$ cat config.mk
export PLATFORM = sky130hd
export DESIGN_NAME = data_mem_responder
export DESIGN_NICKNAME = d
export VERILOG_FILES = /design/src/rtl/data_mem_responder.sv
export SDC_FILE = /design/constraint.sdc
export NUM_CORES = 1
export LEC_CHECK = 0
export BUFFER_PORTS_ARGS = -buffer_cell sky130_fd_sc_hd__buf_2
export CORE_MARGIN = 8
export CORE_UTILIZATION = 45
export DETAILED_ROUTE_END_ITERATION = 7
export PLACE_DENSITY = 0.61
export SLEW_MARGIN = 25
export SYNTH_ARGS = -nofsm -noshare
export SYNTH_HDL_FRONTEND = slang
export SYNTH_SLANG_ARGS = --single-unit
$ cat constraint.sdc
create_clock -name clk -period 7.1 [get_ports clk]
set_input_delay 1.065 -clock clk [delete_from_list [all_inputs] [get_ports clk]]
set_output_delay 1.065 -clock clk [all_outputs]
set_load 0.05 [all_outputs]
$ cat src/rtl/data_mem_responder.sv
// data_mem_responder: word-addressed data memory answering load/store requests after LATENCY wait states
// Ports: clk, rst_n (async active-low)
//   request : req_valid/req_ready handshake; req_we, req_addr (byte address), req_wdata, req_wstrb
//   response: resp_valid/resp_ready handshake; resp_rdata (0 for writes/errors), resp_err (out of range)
module data_mem_responder #(
    parameter int ADDR_WIDTH = 5,
    parameter int DATA_WIDTH = 32,
    parameter int LATENCY    = 2
) (
    input  logic                  clk,
    input  logic                  rst_n,
    input  logic                  req_valid,
    output logic                  req_ready,
    input  logic                  req_we,
    input  logic [31:0]           req_addr,
    input  logic [DATA_WIDTH-1:0] req_wdata,
    input  logic [3:0]            req_wstrb,
    output logic                  resp_valid,
    input  logic                  resp_ready,
    output logic [DATA_WIDTH-1:0] resp_rdata,
    output logic                  resp_err
);
    typedef enum logic [1:0] {IDLE, WAIT, RESP} state_t;
    state_t state, state_nxt;
    logic [3:0] cnt;
    logic we_q;
    logic [31:2] addr_q;
    logic [DATA_WIDTH-1:0] wdata_q;
    logic [3:0] wstrb_q;
    logic [DATA_WIDTH-1:0] mem [2**ADDR_WIDTH];
    logic [ADDR_WIDTH-1:0] idx;
    logic in_range, commit, unused_lsbs;
    assign unused_lsbs = ^req_addr[1:0];
    assign idx = addr_q[ADDR_WIDTH+1:2];
    assign in_range = addr_q[31:ADDR_WIDTH+2] == '0;
    assign commit = state == WAIT && cnt == 4'd0;
    // Handshake flags come straight from state, so req_ready never depends on req_valid.
    assign req_ready = state == IDLE;
    assign resp_valid = state == RESP;
    always_ff @(posedge clk or negedge rst_n) begin
        if (!rst_n) state <= IDLE;
        else state <= state_nxt;
    end
    always_comb begin
        state_nxt = state;
        state_nxt = (state == IDLE && req_valid) ? WAIT :
                    commit                      ? RESP :
                    (resp_valid && resp_ready)  ? IDLE : state;
    end
    always_ff @(posedge clk or negedge rst_n) begin
        if (!rst_n) begin
            cnt        <= 4'd0;
            we_q       <= 1'b0;
            addr_q     <= '0;
            wdata_q    <= '0;
            wstrb_q    <= 4'd0;
            resp_rdata <= '0;
            resp_err   <= 1'b0;
        end else if (state == IDLE && req_valid) begin
            cnt     <= 4'(LATENCY);
            we_q    <= req_we;
            addr_q  <= req_addr[31:2];
            wdata_q <= req_wdata;
            wstrb_q <= req_wstrb;
        end else if (state == WAIT) begin
            if (!commit) cnt <= cnt - 4'd1;
            else begin
                resp_rdata <= (!we_q && in_range) ? mem[idx] : '0;
                resp_err   <= !in_range;
            end
        end
    end
    // Memory is deliberately not reset; a reset during WAIT clears state, so no commit happens.
    always_ff @(posedge clk) begin
        if (commit && we_q && in_range)
            for (int i = 0; i < 4; i++)
                if (wstrb_q[i]) mem[idx][8*i +: 8] <= wdata_q[8*i +: 8];
    end
endmodule

; ---- After elaboration in Yosys (flattened, before gate mapping)
; Memory sizes are Yosys's and may differ from the RTL's.
; Index checks and enable logic that the tools add are counted.
[totals]
regBits = 106
mem_bits_rw = 1024
out_inout_bits = 35
elab_cells = 48
n_memories = 1
[mem_list]
columns = memory, depth, word_bits, read_ports, rd_ports_with_merged_regs, wr, line_no
row1 = mem, 32, 32, 1, 0, 1, 30  ; logic [DATA_WIDTH-1:0] mem [2**ADDR_WIDTH];
[op_classes]
add_sub_neg = 1
n_eq_ne = 3
muxes = 19
bitwise_logic = 1
n_reduce_logical = 15
[ops]
columns = operator, n
row1 = 32-bit two-way mux, 1
row2 = 25-bit zero test, 1
row3 = 1-bit two-way mux, 12
row4 = 4-bit two-way mux, 3
row5 = 1-bit logical AND, 6
row6 = 2-bit two-way mux, 3
row7 = 4-bit zero test, 1
row8 = 4-bit by 1-bit subtractor with 4-bit output (second input constant), 1
row9 = 3-bit AND reduction, 1
row10 = 3-bit nonzero test, 1
row11 = 2-bit by 1-bit == test with 1-bit output (second input constant), 1
row12 = 2-bit == test (second input constant), 1
row13 = 1-bit zero test, 2
row14 = 2-bit zero test, 1
row15 = 2-bit by 1-bit inequality test with 1-bit output (second input constant), 1
row16 = 2-bit AND reduction, 1
row17 = 2-bit nonzero test, 1
row18 = 1-bit NOT, 1

; ---- Logic depth before layout (Yosys ltp)
[depth]
ltp_word = 6
ltp_mapped = 9
mapped_depth_nobuf = 7

; ---- Worst setup path before layout
; Ideal clock, no wire load.
[synth_path]
path_type = reg-to-reg
from = register cnt[0]
to = memory mem[10][0], enable pin
setup_ps = 370
t_arrival_ps = 2094
required_time_ps = 6730
setup_slack_ps = 4636
stages_incl_launch_ff = 9
n_path_buf = 1
cell_sequence = dfrtp_1 inv_1 ha_1 nor4b_4 nand4_1 nor4_2 nand2_1 buf_2 nor2_1
[synth_via]
elab_chain_len = 6
[synth_rtl]
columns = element, line_no
row1 = from (decl), 25  ; logic [3:0] cnt;
row2 = from (signal assigned), 60  ; cnt <= 4'(LATENCY);
row3 = from (signal assigned), 66  ; if (!commit) cnt <= cnt - 4'd1;
row4 = 4-bit zero test, 36  ; assign commit = state == WAIT && cnt == 4'd0;
row5 = 1-bit logical AND, 36
row6 = 1-bit logical AND (2 in series), 75  ; if (commit && we_q && in_range)
row7 = 1-bit two-way mux, 75
row8 = 1-bit two-way mux (implied by the code), 77  ; if (wstrb_q[i]) mem[idx][8*i +: 8] <= wdata_q[8*i +: 8];
row9 = to (decl), 30
; No other way between the ends.

; ---- Worst setup path after layout
[layout_path]
from = register addr_q[3] (netlist name)
to = memory mem[2][27], enable pin
[layout_lines]
columns = element, line_no
row1 = from (decl), 27  ; logic [31:2] addr_q;
row2 = from (signal assigned), 62  ; addr_q <= req_addr[31:2];
; Straight into the memory's write port.

==> summary.log <==
qor: cells_and_area.n_fill_cell 7628
qor: clocking.cts-root-buf sky130_fd_sc_hd__clkbuf_16
qor: drt.detailroute.via_count 22640
qor: clocking.cts_tree done
qor: placement.dpl-instance-area 45580 sq um
qor: critical_path.critical_path.cell_chain nor2b_1 -> nand2_1 -> nor2_1
qor: critical_path.cp-end-kind register
qor: floorplan.die_w 327.8 um
qor: yosys.syn_area_per_cell 18.99 sq um
qor: sta.fmax 278.3 MHz
qor: sta.worst-slew-pin-transition 1.088 ns
qor: clocking.number_of_cells_upsized_or_downsized_after_cts 0
qor: yosys.synth-main-ff-cell sky130_fd_sc_hd__edfxtp_1
qor: critical_path.timing.critical_path.from_type register
qor: placement.buffer_ports.inserted 105
qor: yosys.yosysUniqueCellTypes 55
qor: floorplan.initial_utilization 45.29%
qor: critical_path.critical_path_required 7.39 ns
qor: cells_and_area.drive_gt1_share 27.36%
qor: yosys.synth_nets 2377
qor: sta.slew_violations 0
qor: pwr.p_leak 16.29 nW
qor: critical_path.cp_slowest_cell sky130_fd_sc_hd__dfrtp_4
qor: cells_and_area.area_delta_synth_final 13.68%
qor: yosys.synth_edf_count 1024
qor: sta.setup_viol 0
qor: drt.final_antenna_net_count 0
qor: clocking.holdBufCountCts 0
qor: sta.max_slew_margin 27.26%
qor: pwr.power-per-cell-area 412.9 nW/um^2
qor: yosys.synth-seq-area-share 76.37%
qor: yosys.ys_seq_elements 1130
qor: run.max-cap-violations 0
qor: grt.grt_start_max_net_pins 156
qor: clocking.postCtsSetupBuffers 0
qor: sta.setup_total_negative_slack 0 ns
qor: sta.fin_crit_sh 50.60%
qor: cells_and_area.stdcell_area 49720 sq um
qor: floorplan.pin_count 108
qor: yosys.synth.top_cells.by_area sky130_fd_sc_hd__edfxtp_1 (70%), sky130_fd_sc_hd__mux4_2 (6.4%), sky130_fd_sc_hd__dfrtp_1 (6.1%), sky130_fd_sc_hd__mux2_2 (5.1%), sky130_fd_sc_hd__mux2i_1 (2.7%)
qor: pwr.ir_worst_vdd 418.8 uV
qor: grt.grt_remaining_overflow 0
qor: critical_path.critPathMaxFanout 65
qor: worst_hold_path.hold_path_class in2async
qor: clocking.clkTransAtPathRegs 0.06 ns
qor: yosys.syn-cell-area 43740 sq um
qor: outcome.result_of_the_run completed
qor: placement.globalplace.congestion 0.8011
qor: floorplan.std_cell_rows 114
qor: grt.antenna_found_initial 3
qor: yosys.synth_common_cells sky130_fd_sc_hd__edfxtp_1 (1024), sky130_fd_sc_hd__mux2_2 (200), sky130_fd_sc_hd__nor2_1 (167)
qor: placement.detailedPlacementHpwl 69280 um
qor: critical_path.path_buf_inv 0
qor: drt.postRouteWirelength 113100 um
qor: sta.worst_clock_skew 0.04076 ns
qor: floorplan.die_y 327.8 um
qor: yosys.synth_compound_gate_area_share 3.851%
qor: floorplan.die_area 107400 sq um
qor: critical_path.worst_ep_arrival_time 3.88 ns
qor: critical_path.setup.worst_path.class reg2reg
qor: grt.grt_pass1_wl 162800 um
qor: cells_and_area.finish.cell_count_without_fillers 3810
qor: yosys.post_synth_fa_ha_maj_area_fraction 0.02861%
qor: yosys.syn-instance-count 2303
qor: grt.grt.total_usage 20.75%
qor: clocking.htreeDepth 3
qor: critical_path.critPathMaxStageDelay 1.08 ns
qor: yosys.synthArstFlopShare 9.381%
qor: grt.grt_pass1_vias 22910
qor: yosys.synth.top_cell.area_share 70.31%
qor: yosys.synth_xor_xnor_area_share 0%
qor: floorplan.placeable_core_region 96570 sq um
qor: placement.placed_cells_incl_taps 3591
qor: critical_path.timing.critical_path.max_delay_family simple AND/OR/NAND/NOR gates
qor: clocking.clock_tree.buffer_depth 3
qor: drt.post-route-drc-count 0
qor: clocking.numCtsBuffers 113
qor: cells_and_area.final_nets 2507
qor: clocking.cts.sink_count 1130
qor: yosys.synth.area.mux_share 14.28%
qor: sta.fin_worst_hold_slack 0.3327 ns
qor: drt.detailedRoute.firstIterationViolations 2617
qor: drt.drtPass1Iterations 6
qor: sta.min_period 3.593 ns
qor: yosys.combinational_family_with_the_most_area_after_synthesis multiplexers
qor: drt.routed_via_density 5.943
qor: clocking.worstSkewPairLatency 0.70 ns
qor: drt.wl_per_cell 29.70 um
qor: yosys.synth_area_leader_cell sky130_fd_sc_hd__edfxtp_1
qor: yosys.yosys.area_share.simple 3.785%
qor: yosys.synth-warning-count 0
qor: yosys.synth_most_common_cell sky130_fd_sc_hd__edfxtp_1
qor: sta.hold_viol_final 0
qor: sta.grt_setup_unrepaired no
[metrics by stage]
step | setup slack (ns) | utilization, % | power, W
final | 3.507 | 51.49 | 0.02053
after global placement | 3.402 | 47.18 | 0.01411
after detailed placement | 3.464 | 47.20 | 0.01426
after CTS | 3.456 | 51.40 | 0.02063
after global routing | 3.408 | 51.49 | 0.02118
after floorplan | 4.636 | - | 0.01216
[worst paths after layout]
check,from,slack [ns],cells after the start,end
worst max-delay path,addr_q[3],3.51,3,mem[2][27]
max in group asynchronous,rst_n,5.59,2,addr_q[2]
worst min register to register,resp_rdata[16],0.48,2,resp_rdata[16]
min in group clk,resp_rdata[16],0.48,2,resp_rdata[16]
worst max register to register,addr_q[3],3.51,3,mem[2][27]
worst min-delay path,rst_n,0.33,1,wdata_q[21]
[worst register-to-register path, cell delays in order (launching register included)]
cell and delay (ns):
sky130_fd_sc_hd__dfrtp_4 1.08, sky130_fd_sc_hd__nor2b_1 0.55, sky130_fd_sc_hd__nand2_1 0.67, sky130_fd_sc_hd__nor2_1 0.90
[logic make-up (layout without fill, tap and decap cells)]
family          Yosys count  after routing
simple gates            343            343
compound gates          249            249
mux                     444            444
flops                  1130           1130
other cells               0              1
buf+inv                 136            366
fa+ha+maj                 1              1
[flip-flops by register name, indices dropped and copies added (netlist names)]
| register | count |
|---|---|
| resp_rdata | 32 |
| state | 2 |
| wstrb_q | 4 |
| we_q | 1 |
| resp_err | 1 |
| wdata_q | 32 |
| mem | 1024 |
| addr_q | 30 |
| cnt | 4 |
[layout by cell type (no fill, tap or decap), types with 5 or more instances in the layout]
| master | Yosys | final |
|---|---|---|
| sky130_fd_sc_hd__buf_4 | 29 | 37 |
| sky130_fd_sc_hd__nand2_1 | 74 | 73 |
| sky130_fd_sc_hd__mux2i_1 | 120 | 120 |
| sky130_fd_sc_hd__bufinv_16 | 0 | 20 |
| sky130_fd_sc_hd__clkbuf_1 | 21 | 19 |
| sky130_fd_sc_hd__a221oi_1 | 48 | 48 |
| sky130_fd_sc_hd__dfrtp_1 | 106 | 84 |
| sky130_fd_sc_hd__clkbuf_16 | 0 | 119 |
| sky130_fd_sc_hd__clkinv_1 | 0 | 17 |
| sky130_fd_sc_hd__o21ai_0 | 18 | 18 |
| sky130_fd_sc_hd__a211oi_1 | 25 | 25 |
| sky130_fd_sc_hd__o22ai_1 | 130 | 130 |
| sky130_fd_sc_hd__clkinvlp_4 | 0 | 5 |
| sky130_fd_sc_hd__buf_2 | 71 | 104 |
| sky130_fd_sc_hd__mux4_2 | 124 | 124 |
| sky130_fd_sc_hd__edfxtp_1 | 1024 | 1024 |
| sky130_fd_sc_hd__mux2_2 | 200 | 200 |
| sky130_fd_sc_hd__clkinv_2 | 0 | 19 |
| sky130_fd_sc_hd__dfrtp_2 | 0 | 20 |
| sky130_fd_sc_hd__o21ai_1 | 16 | 16 |
| sky130_fd_sc_hd__clkbuf_8 | 0 | 8 |
| sky130_fd_sc_hd__nand3_1 | 31 | 31 |
| sky130_fd_sc_hd__nor2_1 | 167 | 167 |
| sky130_fd_sc_hd__nor2b_1 | 16 | 16 |
| sky130_fd_sc_hd__nor4_1 | 6 | 6 |
| sky130_fd_sc_hd__nor3_1 | 5 | 5 |
[power by group]
part           internal [W]  leakage, nW  switching, W
sequential          0.00838         10.5      0.000970
clock               0.00387         1.98       0.00253
combinational       0.00190         3.79       0.00288
[layout make-up]
cell class	count	area (sq um)	share of cell area (%)
Clock buffer	146	3159	6.354
Sequential cell	1130	33430	67.25
Multi-Input combinational cell	1037	9687	19.48
Inverter	4	15.01	0.03020
Tap cell	1276	1597	3.211
Antenna cell	1	2.502	0.005033
Clock inverter	69	900.9	1.812
Timing Repair Buffer	147	924.6	1.860
[layer usage]
layer	global-route usage (%)	wire length (um)	up-vias
met5	0	23	-
met3	4.118	9157	193
met4	6.720	3415	4
met2	32.20	52390	997
met1	29.55	48150	11870
li1	-	-	9578
(Power assumes the default switching activity.)
